File: config.mk
export PLATFORM = sky130hd
export DESIGN_NAME = mod_down_timer_flat
export DESIGN_NICKNAME = d
export VERILOG_FILES = /design/src/rtl/mod_down_timer_pkg.sv /design/src/rtl/mod_down_timer_if.sv /design/src/rtl/mod_down_timer_core.sv /design/src/rtl/mod_down_timer.sv /design/src/flat_wrapper.sv
export SDC_FILE = /design/constraint.sdc
export NUM_CORES = 1
export LEC_CHECK = 0
export ABC_AREA = 1
export BUFFER_PORTS_ARGS = -buffer_cell sky130_fd_sc_hd__buf_2
export CORE_MARGIN = 2
export CORE_UTILIZATION = 40
export CTS_CLUSTER_SIZE = 16
export DETAILED_ROUTE_END_ITERATION = 6
export PLACE_DENSITY = 0.67
export SYNTH_ARGS = -nofsm -noshare
export SYNTH_HDL_FRONTEND = slang
export SYNTH_SLANG_ARGS = --single-unit
File: constraint.sdc
create_clock -name clk -period 2.47 [get_ports clk]
set_input_delay 0.494 -clock clk [delete_from_list [all_inputs] [get_ports clk]]
set_output_delay 0.494 -clock clk [all_outputs]
set_load 0.005 [all_outputs]
File: src/rtl/mod_down_timer_pkg.sv
// Shared definitions for the mod-N down timer: run-state encoding and standard moduli.
package mod_down_timer_pkg;

  localparam int unsigned STATE_BITS = 2;
  localparam int unsigned MOD_HOUR   = 24;
  localparam int unsigned MOD_MIN    = 60;

  typedef enum logic [STATE_BITS-1:0] {
    ST_IDLE    = 2'd0,
    ST_RUN     = 2'd1,
    ST_PAUSE   = 2'd2,
    ST_EXPIRED = 2'd3
  } state_e;

endpackage

File: src/rtl/mod_down_timer_if.sv
// Control and status bundle of one mod-N down timer stage.
interface mod_down_timer_if #(
  parameter int unsigned BITS = 5
);

  logic            tick;
  logic            chain_zero;
  logic            start;
  logic            stop;
  logic            clr;
  logic            load;
  logic [BITS-1:0] load_val;
  logic [BITS-1:0] count_out;
  logic            borrow_out;
  logic            zero;
  logic            running;
  logic            expired;

  modport master (
    output tick, chain_zero, start, stop, clr, load, load_val,
    input  count_out, borrow_out, zero, running, expired
  );

  modport slave (
    input  tick, chain_zero, start, stop, clr, load, load_val,
    output count_out, borrow_out, zero, running, expired
  );

endinterface

File: src/rtl/mod_down_timer_core.sv
// Count datapath: saturating load, decrement, wrap to MOD-1 and one-cycle borrow pulse.
module mod_down_timer_core #(
  parameter int unsigned MOD  = 24,
  parameter int unsigned BITS = 5
) (
  input  logic            clk,
  input  logic            rst,
  input  logic            clr,
  input  logic            load,
  input  logic [BITS-1:0] load_val,
  input  logic            tick_en,
  input  logic            wrap_allow,
  output logic [BITS-1:0] count_out,
  output logic            borrow_out,
  output logic            zero_c
);

  localparam logic [BITS-1:0] TOP = BITS'(MOD - 1);

  logic [BITS-1:0] count_d, count_q;
  logic            borrow_d, borrow_q;

  always_ff @(posedge clk or negedge rst) begin
    if (!rst) begin
      count_q  <= '0;
      borrow_q <= 1'b0;
    end else begin
      count_q  <= count_d;
      borrow_q <= borrow_d;
    end
  end

  // Zero is handled explicitly so a decrement below zero is never formed.
  always_comb begin
    count_d  = count_q;
    borrow_d = 1'b0;
    if (clr) begin
      count_d = '0;
    end else if (load) begin
      count_d = (load_val > TOP) ? TOP : load_val;
    end else if (tick_en) begin
      if (count_q == '0) begin
        if (wrap_allow) begin
          count_d  = TOP;
          borrow_d = 1'b1;
        end
      end else begin
        count_d = count_q - BITS'(1);
      end
    end
  end

  assign count_out  = count_q;
  assign borrow_out = borrow_q;
  assign zero_c     = (count_q == '0);

endmodule

File: src/rtl/mod_down_timer.sv
// Loadable mod-N down timer: run-control FSM around the count datapath.
module mod_down_timer
  import mod_down_timer_pkg::*;
#(
  parameter int unsigned MOD         = MOD_HOUR,
  parameter int unsigned BITS        = 5,
  parameter int unsigned AUTO_RELOAD = 0
) (
  input  logic           clk,
  input  logic           rst,
  mod_down_timer_if.slave bus
);

  state_e state_q, state_d;
  logic   run_tick_c;
  logic   wrap_allow_c;
  logic   zero_c;

  always_ff @(posedge clk or negedge rst) begin
    if (!rst) state_q <= ST_IDLE;
    else      state_q <= state_d;
  end

  // Priority: clr, then load, then stop over start, then the expiring tick.
  always_comb begin
    state_d = state_q;
    if (bus.clr) begin
      state_d = ST_IDLE;
    end else if (bus.load) begin
      if (state_q == ST_EXPIRED) state_d = ST_IDLE;
    end else if (bus.stop) begin
      if (state_q == ST_RUN) state_d = ST_PAUSE;
    end else if (bus.start && (state_q != ST_RUN)) begin
      state_d = ST_RUN;
    end else if (run_tick_c && zero_c && !wrap_allow_c) begin
      state_d = ST_EXPIRED;
    end
  end

  always_comb begin
    run_tick_c   = (state_q == ST_RUN) && bus.tick && !bus.clr && !bus.load && !bus.stop;
    wrap_allow_c = (AUTO_RELOAD != 0) || !bus.chain_zero;
    bus.running  = (state_q == ST_RUN);
    bus.expired  = (state_q == ST_EXPIRED);
  end

  mod_down_timer_core #(
    .MOD  (MOD),
    .BITS (BITS)
  ) u_core (
    .clk        (clk),
    .rst        (rst),
    .clr        (bus.clr),
    .load       (bus.load),
    .load_val   (bus.load_val),
    .tick_en    (run_tick_c),
    .wrap_allow (wrap_allow_c),
    .count_out  (bus.count_out),
    .borrow_out (bus.borrow_out),
    .zero_c     (zero_c)
  );

  assign bus.zero = zero_c;

endmodule

File: src/flat_wrapper.sv
// flat-port wrapper written by rule: the top's interface ports become plain ports
module mod_down_timer_flat import mod_down_timer_pkg::*;
#(
  parameter int unsigned MOD         = MOD_HOUR,
  parameter int unsigned BITS        = 5,
  parameter int unsigned AUTO_RELOAD = 0
)
  (clk, rst, bus_tick, bus_chain_zero, bus_start, bus_stop, bus_clr, bus_load, bus_load_val, bus_count_out, bus_borrow_out, bus_zero, bus_running, bus_expired);
  mod_down_timer_if #(.BITS(BITS)) bus_i ();
  input  logic clk;
  input  logic rst;
  input wire logic [$bits(bus_i.tick)-1:0] bus_tick;
  input wire logic [$bits(bus_i.chain_zero)-1:0] bus_chain_zero;
  input wire logic [$bits(bus_i.start)-1:0] bus_start;
  input wire logic [$bits(bus_i.stop)-1:0] bus_stop;
  input wire logic [$bits(bus_i.clr)-1:0] bus_clr;
  input wire logic [$bits(bus_i.load)-1:0] bus_load;
  input wire logic [$bits(bus_i.load_val)-1:0] bus_load_val;
  output wire logic [$bits(bus_i.count_out)-1:0] bus_count_out;
  output wire logic [$bits(bus_i.borrow_out)-1:0] bus_borrow_out;
  output wire logic [$bits(bus_i.zero)-1:0] bus_zero;
  output wire logic [$bits(bus_i.running)-1:0] bus_running;
  output wire logic [$bits(bus_i.expired)-1:0] bus_expired;
  assign bus_i.tick = bus_tick;
  assign bus_i.chain_zero = bus_chain_zero;
  assign bus_i.start = bus_start;
  assign bus_i.stop = bus_stop;
  assign bus_i.clr = bus_clr;
  assign bus_i.load = bus_load;
  assign bus_i.load_val = bus_load_val;
  assign bus_count_out = bus_i.count_out;
  assign bus_borrow_out = bus_i.borrow_out;
  assign bus_zero = bus_i.zero;
  assign bus_running = bus_i.running;
  assign bus_expired = bus_i.expired;
  mod_down_timer #(.MOD(MOD), .BITS(BITS), .AUTO_RELOAD(AUTO_RELOAD)) u_core (.clk(clk), .rst(rst), .bus(bus_i));
endmodule
==> flow_metrics.tcl, run 1 <==
set metrics [dict create \
    path_clk_slew_ns 0.06 \
    cts_tree "yes" \
    antenna_found_initial 0 \
    drv_slew 0 \
    startpoint "u_core.u_core.count_out[0]" \
    status "finished clean" \
    antenna_left 0 \
    cpMaxStageDelayCell "dfrtp_1" \
    synth.distinct_cells 16 \
    routed_wl_um 1340 \
    ys_ff_latch 8 \
    rows 13 \
    fin_skew_ns 0.0139 \
    globalRouteMet3Util_pct 2.59 \
    grt_overflow 0 \
    initial_core_util_pct 44.4 \
    cts_root_buf "clkbuf_4" \
    cp.required_ns 1.98 \
    fillerInstances 150 \
    cp.arrival_ns 1.42 \
    ios 22 \
    hold_buffers 0 \
    pwr_density_cell_nw_per_um2 495 \
    syn_inst 88 \
    leakagePower_nw 0.443 \
    dpl_cell_area_sq_um 716 \
    slew_headroom_pct 82.0 \
    antenna_cells 0 \
    synth_top_area_share_pct 33.8 \
    avgRoutedWirePerCell_um 10.5 \
    post-route-period-util_pct 77.5 \
    yosys_warnings 0 \
    worst_slew_pin_slew_ns 0.269 \
    ys_seq_area_share_pct 33.8 \
    area_delta_synth_final_pct 24.7 \
    cts_max_level 1 \
    layout-drive-gt1-share_pct 27.7 \
    viasPerCell 5.13 \
    ir_drop_v 0.000190 \
    syn_nets 102 \
    drt_iter0_drc 12 \
    vias 652 \
    top_usage_layer "met2" \
    r2r-start "u_core.u_core.count_out[0]" \
    cap_violations 0 \
    hold_class "in2async" \
    clk_latency_ns 0.26 \
    yosysTopAreaCell "dfrtp_1" \
    syn_area_sq_um 592 \
    die_x_um 42.5 \
    crit_path_frequent_cell "inv_1" \
    grt_use_total_pct 16.8 \
    clock_path_buffers 2 \
    finalHoldViolations 0 \
    dieArea_sq_um 1800 \
    cts_buffers 3 \
    fmax_mhz 523 \
    crit_type "reg2out" \
    grt_pass1_wl_um 2260 \
    place.gp.congestion 0.761 \
    finalNetCount 128 \
    grt_max_degree 9 \
    cts_resized 0 \
    r2r_cells 7 \
    fin_crit_ns 1.91 \
    p_total_mw 0.366 \
    grt_pass1_vias 522 \
    path_cells "inv_1 > ha_1 > nand3_1 > inv_1 > buf_2" \
    syn_avg_cell_area_sq_um 6.73 \
    pre_cts_slack_ns 0.852 \
    first_pass_iters 4 \
    drc 0 \
    io_buffer_count 21 \
    reg2reg_to "u_core.state_q[0]" \
    setup_ws_ns 0.556 \
    cp_max_fo 6 \
    setup_viol 0 \
    hpwlAfterDp_um 1080 \
    grt_setup_unrepaired "no" \
    crit_path_end_kind "output pin" \
    postCtsSetupBuffers 0 \
    core_sq_um 1330 \
    synthTopCellsByArea "dfrtp_1 34%, nand2_1 15%, nand3_1 13%" \
    critPathMaxStageDelay_ns 0.41 \
    clock_sinks 8 \
    rrSetupSlack_ns 0.92 \
    crit_path_start_kind "register" \
    final_area_sq_um 738 \
    met2_usage_pct 24.3 \
    die_h_um 42.5 \
    met1_usage_pct 23.4 \
    finalSetupTns_ns 0 \
]
==> worst max-delay path by stage <==
stage | to | slack [ns] | cells after the start
floorplan | bus_zero | 1.02 | 4
global placement | bus_zero | 0.90 | 5
detailed placement | bus_zero | 0.85 | 5
CTS | bus_zero | 0.57 | 5
global route | bus_zero | 0.45 | 5
finish | bus_zero | 0.56 | 5
==> state kept, by name, summed over array words and instances (netlist names) <==
signal and cells:
u_core.u_core.borrow_out 1, u_core.u_core.count_out 5, u_core.state_q 2
==> cells in the final DEF (no fill, tap or decap), drive strengths merged, types with 2 or more instances in the layout <==
cell type	instances
o21ai	4
nand4	2
dfrtp	8
nor2	10
nand2	26
buf	21
inv	15
a21oi	5
clkbuf	3
nand3	15
==> metal layers <==
layer  part of all wire, %  vias up
li1                      -      332
met2                    44       23
met4                   1.8        0
met1                    49      293
met5                     0        -
met3                   4.7        4
==> through the flow <==
step | cells | util [%] | hold slack [ns]
floorplan | 88 | - | 0.198
global placement | 124 | 53.7 | 0.346
detailed placement | 124 | 53.7 | 0.351
CTS | 127 | 55.3 | 0.0658
global route | 127 | 55.3 | 0.0780
finish | 127 | 55.3 | 0.0668
==> cells in the mapped netlist <==
cell / n
a21oi_1: 5
dfrtp_1: 8
ha_1: 1
inv_1: 14
inv_2: 1
nand2_1: 23
nand2_4: 3
nand3_1: 15
nand4_1: 2
nor2_1: 7
nor2_2: 1
nor2_4: 2
nor4_1: 1
o21ai_0: 3
o21ai_1: 1
xnor2_1: 1
==> cells by family (layout without fill, tap and decap cells) <==
group	count (synthesis)	in the layout	synth area share (%)
buffers and inverters	15	39	9.51
AND/OR/NAND/NOR	54	54	45.5
XOR/XNOR	1	1	1.48
adder cells (fa/ha/maj)	1	1	2.11
flip-flops	8	8	33.8
AO/OA/AOI/OAI	9	9	7.61
==> layout make-up <==
type / instances / area, sq um / share of cell area (%)
clock buffer: 3 / 22.5 / 3.05
inverter: 15 / 56.3 / 7.63
multi-input combinational: 65 / 335 / 45.4
sequential: 8 / 200 / 27.1
tap: 15 / 18.8 / 2.54
timing repair buffer: 21 / 105 / 14.2
==> critical path, delay by kind of cell (launching register included) <==
family                     cells  cell delay [ns]
DFF                            1             0.41
buffers and inverters          3             0.31
adders and majority gates      1             0.24
and+or+nand+nor                1             0.21
==> power breakdown <==
group	switching [mW]	internal, mW	total [mW]
logic	0.0639	0.0454	0.109
registers	0.0130	0.143	0.156
clock network	0.0449	0.0556	0.101
(Power assumes the default switching activity.)
==> run 2: changes to the inputs <==
==> constraint.sdc (replaced) <==
create_clock -name clk -period 2 [get_ports clk]
set_input_delay 0.4 -clock clk [delete_from_list [all_inputs] [get_ports clk]]
set_output_delay 0.4 -clock clk [all_outputs]
set_load 0.005 [all_outputs]
==> run 2 against run 1 <==
Clock-buffer cell count unchanged. Wire length rose by 0.67%. Sequential share of layout area is 0.36 points lower. Final area up 1.4%. Global-route usage grew 0.72 points. First-iteration DRC count is 42% lower. Flip-flop and latch count stayed put. Non-clock buffer count is 1 higher. Critical path depth did not move. Clock power up 24%. Clock skew shrank 0.0024 ns. Critical endpoint unchanged. Highest routed layer unchanged.
==> flow_metrics.tcl, run 2 (same netlist as run 1, synthesis figures left out) <==
set metrics [dict create \
    status "finished clean" \
    grt_pass1_vias 588 \
    crit_path_end_kind "output pin" \
    final_area_sq_um 748 \
    drt_iter0_drc 7 \
    dp_cells 124 \
    fin_skew_ns 0.0115 \
    path_clk_slew_ns 0.06 \
    dieArea_sq_um 1800 \
    viasPerCell 5.15 \
    cts_root_buf "clkbuf_4" \
    cp_max_fo 6 \
    rrSetupSlack_ns 0.46 \
    met1_usage_pct 23.7 \
    crit_end "bus_zero" \
    cap_violations 0 \
    worst_slew_pin_slew_ns 0.278 \
    reg2reg_to "u_core.state_q[0]" \
    instances_no_fill 128 \
    fin_crit_ns 1.83 \
    globalRouteMet3Util_pct 1.72 \
    final_core_util_pct 56.1 \
    cts_buffers 3 \
    cp.arrival_ns 1.43 \
    postCtsSetupBuffers 0 \
    grt_pass1_wl_um 2390 \
    startpoint "u_core.u_core.count_out[0]" \
    avgRoutedWirePerCell_um 10.5 \
    cts_max_level 1 \
    hold_buffers 1 \
    cts_resized 0 \
    hold_class "in2reg" \
    p_total_mw 0.455 \
    top_usage_layer "met2" \
    finalNetCount 129 \
    crit_path_start_kind "register" \
    antenna_cells 0 \
    clock_path_buffers 2 \
    leakagePower_nw 0.447 \
    antenna_found_initial 0 \
    clk_latency_ns 0.26 \
    ir_drop_v 0.000178 \
    layout_common_cells "23 x nand2_1, 21 x buf_2, 15 x nand3_1" \
    initial_core_util_pct 44.4 \
    io_buffer_count 21 \
    layout-drive-gt1-share_pct 27.4 \
    vias 659 \
    die_h_um 42.5 \
    grt_max_degree 9 \
    finalSetupTns_ns 0 \
    crit_type "reg2out" \
    antenna_left 0 \
    place.gp.congestion 0.751 \
    die_x_um 42.5 \
    r2r-start "u_core.u_core.count_out[0]" \
    area_delta_synth_final_pct 26.4 \
    drc 0 \
    post-route-period-util_pct 91.5 \
    cts_tree "yes" \
    pwr_density_cell_nw_per_um2 608 \
    rows 13 \
    setup_viol 0 \
    clock_sinks 8 \
    routed_wl_um 1350 \
    largest_reg_flops 5 \
    final_common_cell "nand2_1" \
    grt_overflow 0 \
    first_pass_iters 4 \
    dpl_cell_area_sq_um 716 \
    grt_setup_unrepaired "no" \
    ios 22 \
    finalHoldViolations 0 \
    r2r_cells 7 \
    met2_usage_pct 24.6 \
    hpwlAfterDp_um 1070 \
    fmax_mhz 546 \
    cp.required_ns 1.60 \
    slew_headroom_pct 81.4 \
    core_sq_um 1330 \
    grt_use_total_pct 17.5 \
    drv_slew 0 \
]
run 2: worst max-delay path, stage by stage (launching register included):
cell and delay [ns]:
dfrtp_1 0.40, inv_1 0.11, ha_1 0.24, nand3_1 0.22
inv_1 0.09, buf_2 0.11
run 2: worst min path at each step:
stage	from	endpoint	depth (start not counted)
after CTS	bus_chain_zero	u_core.u_core.borrow_out	2
final	bus_chain_zero	u_core.u_core.borrow_out	2
after global placement	rst	u_core.u_core.count_out[3]	1
after global routing	bus_chain_zero	u_core.u_core.borrow_out	2
after floorplan	rst	u_core.state_q[0]	0
after detailed placement	rst	u_core.u_core.count_out[1]	1
run 2: power breakdown:
part           internal, mW  total [mW]  switching, mW
combinational        0.0572       0.137         0.0802
sequential            0.176       0.193         0.0163
clock                0.0688       0.125         0.0563
run 2: cell type report:
type	instances	area (sq um)
Inverter	15	56.3
Sequential cell	8	200
Fill cell	151	586
Clock buffer	3	22.5
Tap cell	15	18.8
Timing Repair Buffer	22	115
Multi-Input combinational cell	65	335
run 2: layer usage:
layer	vias to the layer above	wire [um]
met4	0	34
met2	34	592
met3	4	71
met5	-	0
li1	335	-
met1	286	647
run 2: stage by stage:
stage,worst slack (ns),hold slack [ns]
finish,0.170,0.339
floorplan,0.628,0.104
global route,0.0705,0.339
global placement,0.529,0.251
detailed placement,0.470,0.254
CTS,0.185,0.342
==> run 3: changes to the inputs <==
--- a/config.mk
+++ b/config.mk
@@ -6,12 +6,11 @@
 export NUM_CORES = 1
 export LEC_CHECK = 0
 export ABC_AREA = 1
-export BUFFER_PORTS_ARGS = -buffer_cell sky130_fd_sc_hd__buf_2
 export CORE_MARGIN = 2
 export CORE_UTILIZATION = 40
 export CTS_CLUSTER_SIZE = 16
 export DETAILED_ROUTE_END_ITERATION = 6
-export PLACE_DENSITY = 0.67
+export DONT_BUFFER_PORTS = 1
 export SYNTH_ARGS = -nofsm -noshare
 export SYNTH_HDL_FRONTEND = slang
 export SYNTH_SLANG_ARGS = --single-unit
==> constraint.sdc (replaced) <==
create_clock -name clk -period 2 [get_ports clk]
set_input_delay 0.2 -clock clk [delete_from_list [all_inputs] [get_ports clk]]
set_output_delay 0.2 -clock clk [all_outputs]
set_load 0.005 [all_outputs]
==> run 3 against run 2 <==
Clock-buffer cell count did not move. Critical path type unchanged. Worst hold slack got worse by 0.32 ns. Combinational power fell by 23%. Final cell count fell by 16%. Global-route usage fell by 0.28 points. Via count fell by 14%. Clock power fell by 5%. Wire length fell by 1.4%. Total power fell by 7.6%. Flip-flop and latch count did not move. Worst setup slack improved by 0.23 ns. Sequential share of layout area rose by 4.4 points.
==> flow_metrics.tcl, run 3 (same netlist as run 1, synthesis figures left out) <==
set metrics [dict create \
    crit_path_start_kind "register" \
    crit_path_end_kind "output pin" \
    pwr_density_cell_nw_per_um2 654 \
    hold_class "in2reg" \
    cp.required_ns 1.80 \
    core_sq_um 1330 \
    clock_sinks 8 \
    crit_type "reg2out" \
    cts_tree "yes" \
    drt_iter0_drc 16 \
    setup_ws_ns 0.405 \
    ios 22 \
    layout-drive-gt1-share_pct 10.9 \
    viasPerCell 5.33 \
    intPower_mw 0.284 \
    cp.arrival_ns 1.40 \
    grt_max_degree 9 \
    clk_latency_ns 0.25 \
    cts_buffers 3 \
    clkPwrFrac_pct 28.3 \
    fmax_mhz 627 \
    grt_use_total_pct 17.2 \
    pre_cts_slack_ns 0.451 \
    p_seq_share_pct 46.5 \
    path_clk_slew_ns 0.06 \
    grt_overflow 0 \
    antenna_found_initial 0 \
    grt_pass1_wl_um 2310 \
    cts_resized 0 \
    dieArea_sq_um 1800 \
    fin_crit_ns 1.60 \
    hpwlAfterDp_um 1070 \
    grt_setup_unrepaired "no" \
    setup_viol 0 \
    dpl_cell_area_sq_um 611 \
    antenna_left 0 \
    cp_max_fo 6 \
    post-route-period-util_pct 79.8 \
    fillerInstances 146 \
    final_area_sq_um 643 \
    place.gp.congestion 0.797 \
    grt_pass1_vias 537 \
    switchingPower_mw 0.137 \
    vias 570 \
    die_h_um 42.5 \
    finalHoldViolations 0 \
    finalNetCount 108 \
    layout_common_cells "23 x nand2_1, 15 x nand3_1, 14 x inv_1" \
    p_comb_share_pct 25.1 \
    rows 13 \
    avgRoutedWirePerCell_um 12.4 \
    largest_reg_flops 5 \
    cts_max_level 1 \
    dp_cells 103 \
    postCtsSetupBuffers 0 \
    ir_drop_v 0.000163 \
    area_delta_synth_final_pct 8.67 \
    drc 0 \
    cts_root_buf "clkbuf_4" \
    initial_core_util_pct 44.4 \
    drv_slew 0 \
    worst_slew_pin_slew_ns 0.344 \
    status "finished clean" \
    leakagePower_nw 0.355 \
    clock_path_buffers 2 \
    final_common_cell "nand2_1" \
    finalSetupTns_ns 0 \
    cap_violations 0 \
    switching_share_pct 32.5 \
    die_x_um 42.5 \
    antenna_cells 0 \
    io_buffer_count 0 \
    fin_skew_ns 0.00768 \
    instances_no_fill 107 \
    first_pass_iters 4 \
    slew_headroom_pct 77.0 \
    routed_wl_um 1330 \
]
run 3: cell count changes in the layout (fill, tap and decap cells not counted), sizes merged:
cell / before / now
buf: 21 / 0
run 3: worst paths after layout:
| kind | end | start | slack, ns | cells past startpoint |
|---|---|---|---|---|
| max | bus_zero | u_core.u_core.count_out[0] | 0.40 | 4 |
| min | u_core.u_core.borrow_out | bus_chain_zero | 0.02 | 1 |
| max reg2reg | u_core.state_q[1] | u_core.u_core.count_out[0] | 0.43 | 7 |
| min reg2reg | u_core.state_q[0] | u_core.state_q[0] | 0.52 | 2 |
| max in group asynchronous | u_core.u_core.count_out[4] | rst | 1.45 | 1 |
| min in group asynchronous | u_core.u_core.borrow_out | rst | 0.29 | 1 |
run 3: metal layers:
layer | track usage (%) | wire [um] | share of wire (%) | vias to the layer above
met1 | 24.1 | 676 | 51 | 247
met3 | 4.31 | 86 | 6.5 | 2
li1 | - | - | - | 293
met2 | 22.8 | 536 | 40 | 28
met5 | 0 | 0 | 0 | -
met4 | 11.3 | 27 | 2.0 | 0
run 3: through the flow:
step | hold slack, ns | utilization [%] | power (mW)
floorplan | -0.0956 | - | 0.278
global placement | -0.0954 | 45.8 | 0.297
detailed placement | -0.0954 | 45.8 | 0.299
CTS | 0.0135 | 48.2 | 0.425
global route | 0.0148 | 48.2 | 0.452
finish | 0.0208 | 48.2 | 0.421
run 3: final cells by class:
| type | instances | area, sq um | share of cell area, % |
|---|---|---|---|
| clock buffer | 3 | 22.5 | 3.50 |
| inverter | 15 | 56.3 | 8.75 |
| multi-input combinational | 65 | 335 | 52.1 |
| sequential | 8 | 200 | 31.1 |
| tap | 15 | 18.8 | 2.92 |
| timing repair buffer | 1 | 10.0 | 1.56 |
run 3: power groups by stage:
| stage | Sequential, mW | Clock [mW] | Combinational, mW |
|---|---|---|---|
| 5_1_grt | 0.199 | 0.131 | 0.122 |
| 6_report | 0.196 | 0.119 | 0.106 |
| 3_5_place_dp | 0.198 | 0 | 0.101 |
| 2_1_floorplan | 0.193 | 0 | 0.0847 |
| 3_3_place_gp | 0.197 | 0 | 0.0992 |
| 4_1_cts | 0.196 | 0.124 | 0.105 |
run 3: critical path: stages (launching register included):
cell and delay (ns):
dfrtp_1 0.42, inv_1 0.12, ha_1 0.24, nand3_1 0.23
inv_1 0.13
run 3: what timing repair did:
action / CTS / global route
endpoints found under the hold margin: 8 / 0
endpoints found under the setup margin: 0 / 0
hold buffers: 1 / 0
